`src/rtl/aes_round_ctrl.sv`:
```
// Iterative AES-128 round sequencer: accepts a block, steps rounds 0..10 through the
// external round datapath, then holds the result until it is taken. Option macro: AES_ROUND_CTRL_BACK2BACK_EN.
module aes_round_ctrl #(
  parameter int unsigned NROUNDS = 10
) (
  input  logic         clk,
  input  logic         rst,
  input  logic         key_valid,
  input  logic         in_valid,
  output logic         in_ready,
  input  logic [127:0] in_block,
  output logic         out_valid,
  input  logic         out_ready,
  output logic [127:0] out_block,
  output logic [3:0]   round,
  output logic         sub_en,
  output logic         mix_en,
  output logic [127:0] dp_state,
  input  logic [127:0] dp_result,
  output logic         busy,
  output logic         abort
);

  localparam logic [3:0] LAST = 4'(NROUNDS);

  typedef enum logic [1:0] {IDLE, RUN, DONE} st_t;

  st_t          st_q, st_d;
  logic [127:0] state_q;
  logic [3:0]   rcnt_q;
  logic         abort_q;
  logic         accept;

  assign accept    = in_valid & in_ready;
  assign dp_state  = state_q;
  assign out_block = state_q;
  assign abort     = abort_q;

  always_ff @(posedge clk) begin
    if (rst) begin
      st_q    <= IDLE;
      abort_q <= 1'b0;
    end else begin
      st_q    <= st_d;
      abort_q <= (st_q == RUN) & ~key_valid;
    end
  end

  always_comb begin
    st_d = st_q;
    unique case (st_q)
      IDLE: if (accept) st_d = RUN;
      RUN: begin
        if (!key_valid)          st_d = IDLE;
        else if (rcnt_q == LAST) st_d = DONE;
      end
      // accept can only be high here when back-to-back loading is compiled in
      DONE: if (out_ready) st_d = accept ? RUN : IDLE;
      default: st_d = IDLE;
    endcase
  end

  always_comb begin
    in_ready  = 1'b0;
    out_valid = 1'b0;
    round     = '0;
    sub_en    = 1'b0;
    mix_en    = 1'b0;
    busy      = 1'b0;
    unique case (st_q)
      IDLE: in_ready = key_valid & ~rst;
      RUN: begin
        busy   = 1'b1;
        round  = rcnt_q;
        sub_en = (rcnt_q != '0);
        mix_en = (rcnt_q != '0) & (rcnt_q != LAST);
      end
      DONE: begin
        out_valid = 1'b1;
`ifdef AES_ROUND_CTRL_BACK2BACK_EN
        in_ready  = out_ready & key_valid & ~rst;
`else
        in_ready  = 1'b0;
`endif
      end
      default: ;
    endcase
  end

  // A RUN cycle with key_valid low leaves state_q and rcnt untouched (abort path).
  always_ff @(posedge clk) begin
    if (rst) begin
      state_q <= '0;
      rcnt_q  <= '0;
    end else if (accept) begin
      state_q <= in_block;
      rcnt_q  <= '0;
    end else if (st_q == RUN && key_valid) begin
      state_q <= dp_result;
      if (rcnt_q != LAST) rcnt_q <= rcnt_q + 4'd1;
    end
  end

endmodule

```
`config.mk`:
```
export PLATFORM = sky130hd
export DESIGN_NAME = aes_round_ctrl
export DESIGN_NICKNAME = d
export VERILOG_FILES = /design/src/rtl/aes_round_ctrl.sv
export SDC_FILE = /design/constraint.sdc
export NUM_CORES = 1
export LEC_CHECK = 0
export ABC_AREA = 1
export BUFFER_PORTS_ARGS = -buffer_cell sky130_fd_sc_hd__buf_4
export CELL_PAD_IN_SITES_DETAIL_PLACEMENT = 1
export CELL_PAD_IN_SITES_GLOBAL_PLACEMENT = 2
export CORE_AREA = 2 2 207 209
export CTS_CLUSTER_DIAMETER = 40
export DETAILED_ROUTE_END_ITERATION = 6
export DIE_AREA = 0 0 209 211
export PLACE_DENSITY = 0.79
export SYNTH_ARGS = -nofsm -noshare
export SYNTH_HDL_FRONTEND = slang
export SYNTH_SLANG_ARGS = --single-unit
```
`constraint.sdc`:
```
create_clock -name clk -period 3.7 [get_ports clk]
set_input_delay 1.11 -clock clk [delete_from_list [all_inputs] [get_ports clk]]
set_output_delay 1.11 -clock clk [all_outputs]
set_load 0.02 [all_outputs]
```
==> results.py <==
metrics = {
    "floorplan": {
        "start_util_pct": 17.3,
        "fp.dieW_um": 209,
        "die_y_um": 211,
        "std_cell_rows": 75,
        "core-area_um2": 41800,
        "pin_count": 527,
        "die-area_um2": 44100,
    },
    "global_route": {
        "grt_usage_pct": 15.2,
        "grt_pass1_wl_um": 52000,
        "overflow": 0,
        "first_global_vias": 8483,
        "grt.met2_usage_pct": 26.7,
        "grt_max_degree": 128,
        "grt_busiest_layer": "met2",
        "use_met1_pct": 18.3,
        "met3_usage_pct": 4.15,
        "grt_antenna_before_repair": 0,
    },
    "clock_tree": {
        "cts_tree": "yes",
        "cts-root-buf": "clkbuf_16",
        "htree_levels": 4,
        "clk_pin_slew_worst_paths_ns": 0.06,
        "cts_resized": 0,
        "clk_latency_ns": 0.44,
        "hold_buffers": 0,
        "cts_sinks": 135,
        "post_cts_buffers": 0,
        "clock_path_buffers": 2,
        "cts_buffers": 17,
    },
    "route": {
        "firstDrtPassIters": 5,
        "vias": 8411,
        "post_drt_wl_per_cell_um": 19.4,
        "antenna_left": 0,
        "wirelength_um": 35200,
        "drtIter0Drc": 475,
        "vias_per_cell": 4.63,
        "drc": 0,
    },
    "job": {
        "cap_viol_max_count": 0,
    },
    "place": {
        "hpwl_um": 24600,
        "portBuffers": 526,
        "post-place-ws_ns": 0.807,
        "routabilityCongestion": 0.762,
    },
    "setup_path": {
        "slowest_stage": "buf_4",
        "startpoint_type": "input port",
        "critPathTopFamily": "buffers and inverters",
        "rr_endpoint": "dp_state[10]",
        "cp_data_required_time_ns": 2.59,
        "critPathMostFrequentCell": "buf_4",
        "critical_path_arrival_ns": 1.80,
        "reg2regPathDepth": 7,
        "startpoint": "rst",
        "crit_buf_inv": 3,
        "path_class": "input port to primary output",
        "timing.rr.start": "st_q[1]",
        "crit_end": "in_ready",
        "ff2ff_setup_slack_ns": 1.67,
        "crit_chain": "buf_4 > inv_1 > nand2_1 > nor3_1 > buf_4",
        "cp-end-kind": "primary output",
        "slowest_delay_ns": 0.18,
        "critPathMaxFanout": 16,
        "path_depth": 5,
    },
    "timing": {
        "tns_ns": 0,
        "slew_headroom_pct": 47.8,
        "tightest_slew_ns": 0.782,
        "whs_ns": 0.509,
        "setup_slack_ns": 0.794,
        "fin_crit_ns": 2.91,
        "setup_viol": 0,
        "skew_ns": 0.00888,
        "period_share_pct": 78.5,
        "finalHoldViolCount": 0,
        "fmax_mhz": 344,
        "drv_slew": 0,
        "rsz0062_at_grt": "no",
    },
    "synthesis": {
        "mappedNetlistNets": 1193,
        "ys_seq_elements": 135,
        "yosys_warnings": 0,
        "yosys-top-cells-area": "dfxtp_1 37%, buf_4 14%, nand4_1 11%, a31oi_1 11%, nand3_1 9.1%",
        "synth_area_um2": 7220,
        "ys_seq_area_share_pct": 37.4,
        "syn_avg_cell_area_um2": 7.77,
        "synthCells": 929,
        "synth_largest_area_cell": "dfxtp_1",
        "synth_cell_types": 23,
        "synth_top_area_share_pct": 37.4,
    },
    "cells_and_area": {
        "final_nets": 1526,
        "syn2layout_area_growth_pct": 53.7,
        "drive_above_1_share_pct": 45.5,
        "fillers": 5087,
    },
    "status": {
        "status": "finished, final reports clean",
    },
    "power": {
        "leakagePower_uw": 0.00466,
        "vdd_ir_drop_max_mv": 0.225,
        "powerDensity_nw_per_um2": 365,
    },
    "worst_hold_path": {
        "min_path_type": "flop to flop",
    },
}
## cell families after synthesis
logic type	after synthesis	synth area share, %
compound gates	135	11.6
xor+xnor	2	0.243
fa+ha+maj	3	0.520
buf+inv	239	21.5
flops	135	37.4
simple gates	415	28.7
## cell usage after synthesis
master / instances
buf_4: 138
buf_1: 1
dfxtp_1: 135
inv_2: 3
buf_2: 49
clkbuf_1: 29
nand2_4: 1
nor2_1: 7
nor2_4: 1
xor2_1: 2
nor3_1: 3
nand2_1: 139
nand3_1: 131
nand2_2: 1
ha_1: 3
nor2_2: 2
o21ai_0: 1
buf_6: 10
inv_1: 9
nand4_1: 129
a21oi_1: 6
a31oi_1: 128
nor3b_1: 1
## how the worst min path moves through the flow
stage          startpoint   endpoint  cells past startpoint
3_3_place_gp    rcnt_q[0]  rcnt_q[0]                      2
2_1_floorplan   rcnt_q[3]  rcnt_q[3]                      2
6_report        rcnt_q[3]  rcnt_q[3]                      2
5_1_grt         rcnt_q[0]  rcnt_q[0]                      2
4_1_cts         rcnt_q[3]  rcnt_q[3]                      2
3_5_place_dp    rcnt_q[3]  rcnt_q[3]                      2
## final cells by class
type	instances	area, µm²	share of cell area [%]
Timing Repair Buffer	541	4140	37.3
Clock inverter	13	109	0.981
Antenna cell	1	2.50	0.0226
Inverter	12	45.0	0.406
Tap cell	539	674	6.08
Clock buffer	19	433	3.90
Sequential cell	135	2700	24.4
Multi-Input combinational cell	555	2990	27.0
## routing by layer
metal	share of wire, %	vias up
li1	-	3906
met1	41	4117
met2	51	357
met3	6.6	31
met4	1.6	0
met5	0	-
## power by group
part	switching [µW]	leakage, µW	total (µW)	internal (µW)
Sequential	64.2	0.00110	1580	1520
Combinational	438	0.00330	830	392
Clock	720	0.000262	1640	919
Total	1220	0.00466	4050	2830
## sequential cells by signal, summed over array words and instances, names as in the netlist
signal / flops
dp_state: 128
rcnt_q: 4
st_q: 2
abort: 1
## per-stage QoR
step           total power (µW)  instance area, µm²  utilization (%)  std cells
2_1_floorplan              2040                7220                -        929
3_3_place_gp               2440               10600             25.3       1782
3_5_place_dp               2450               10600             25.3       1782
4_1_cts                    4130               11100             26.6       1814
5_1_grt                    4250               11100             26.6       1814
6_report                   4050               11100             26.6       1815
## cells in the final DEF, fill, tap and decap left out
cell type and count:
nand3_4 1, nor2_1 7, nor3b_1 1, nand4_1 129, nor2_4 3, inv_2 3, inv_1 9, o21ai_0 1
diode_2 1, nand3_1 130, nand2_1 139, nor3_1 3, clkinvlp_4 3, bufinv_16 1, clkbuf_1 2, a21oi_1 6
clkinv_4 3, xor2_1 2, buf_4 535, clkbuf_16 17, buf_12 6, a31oi_1 128, dfxtp_1 135, ha_1 3
nand2_4 2, clkinv_2 6
## worst reg2reg max path, cell delays in order (launching register included)
cell and delay [ns]:
dfxtp_1 0.41, inv_2 0.07, nand2_4 0.13, inv_2 0.07
nand2_4 0.40, buf_4 0.51, nand3_1 0.18, a31oi_1 0.19
Power figures use the tool's default switching activity.
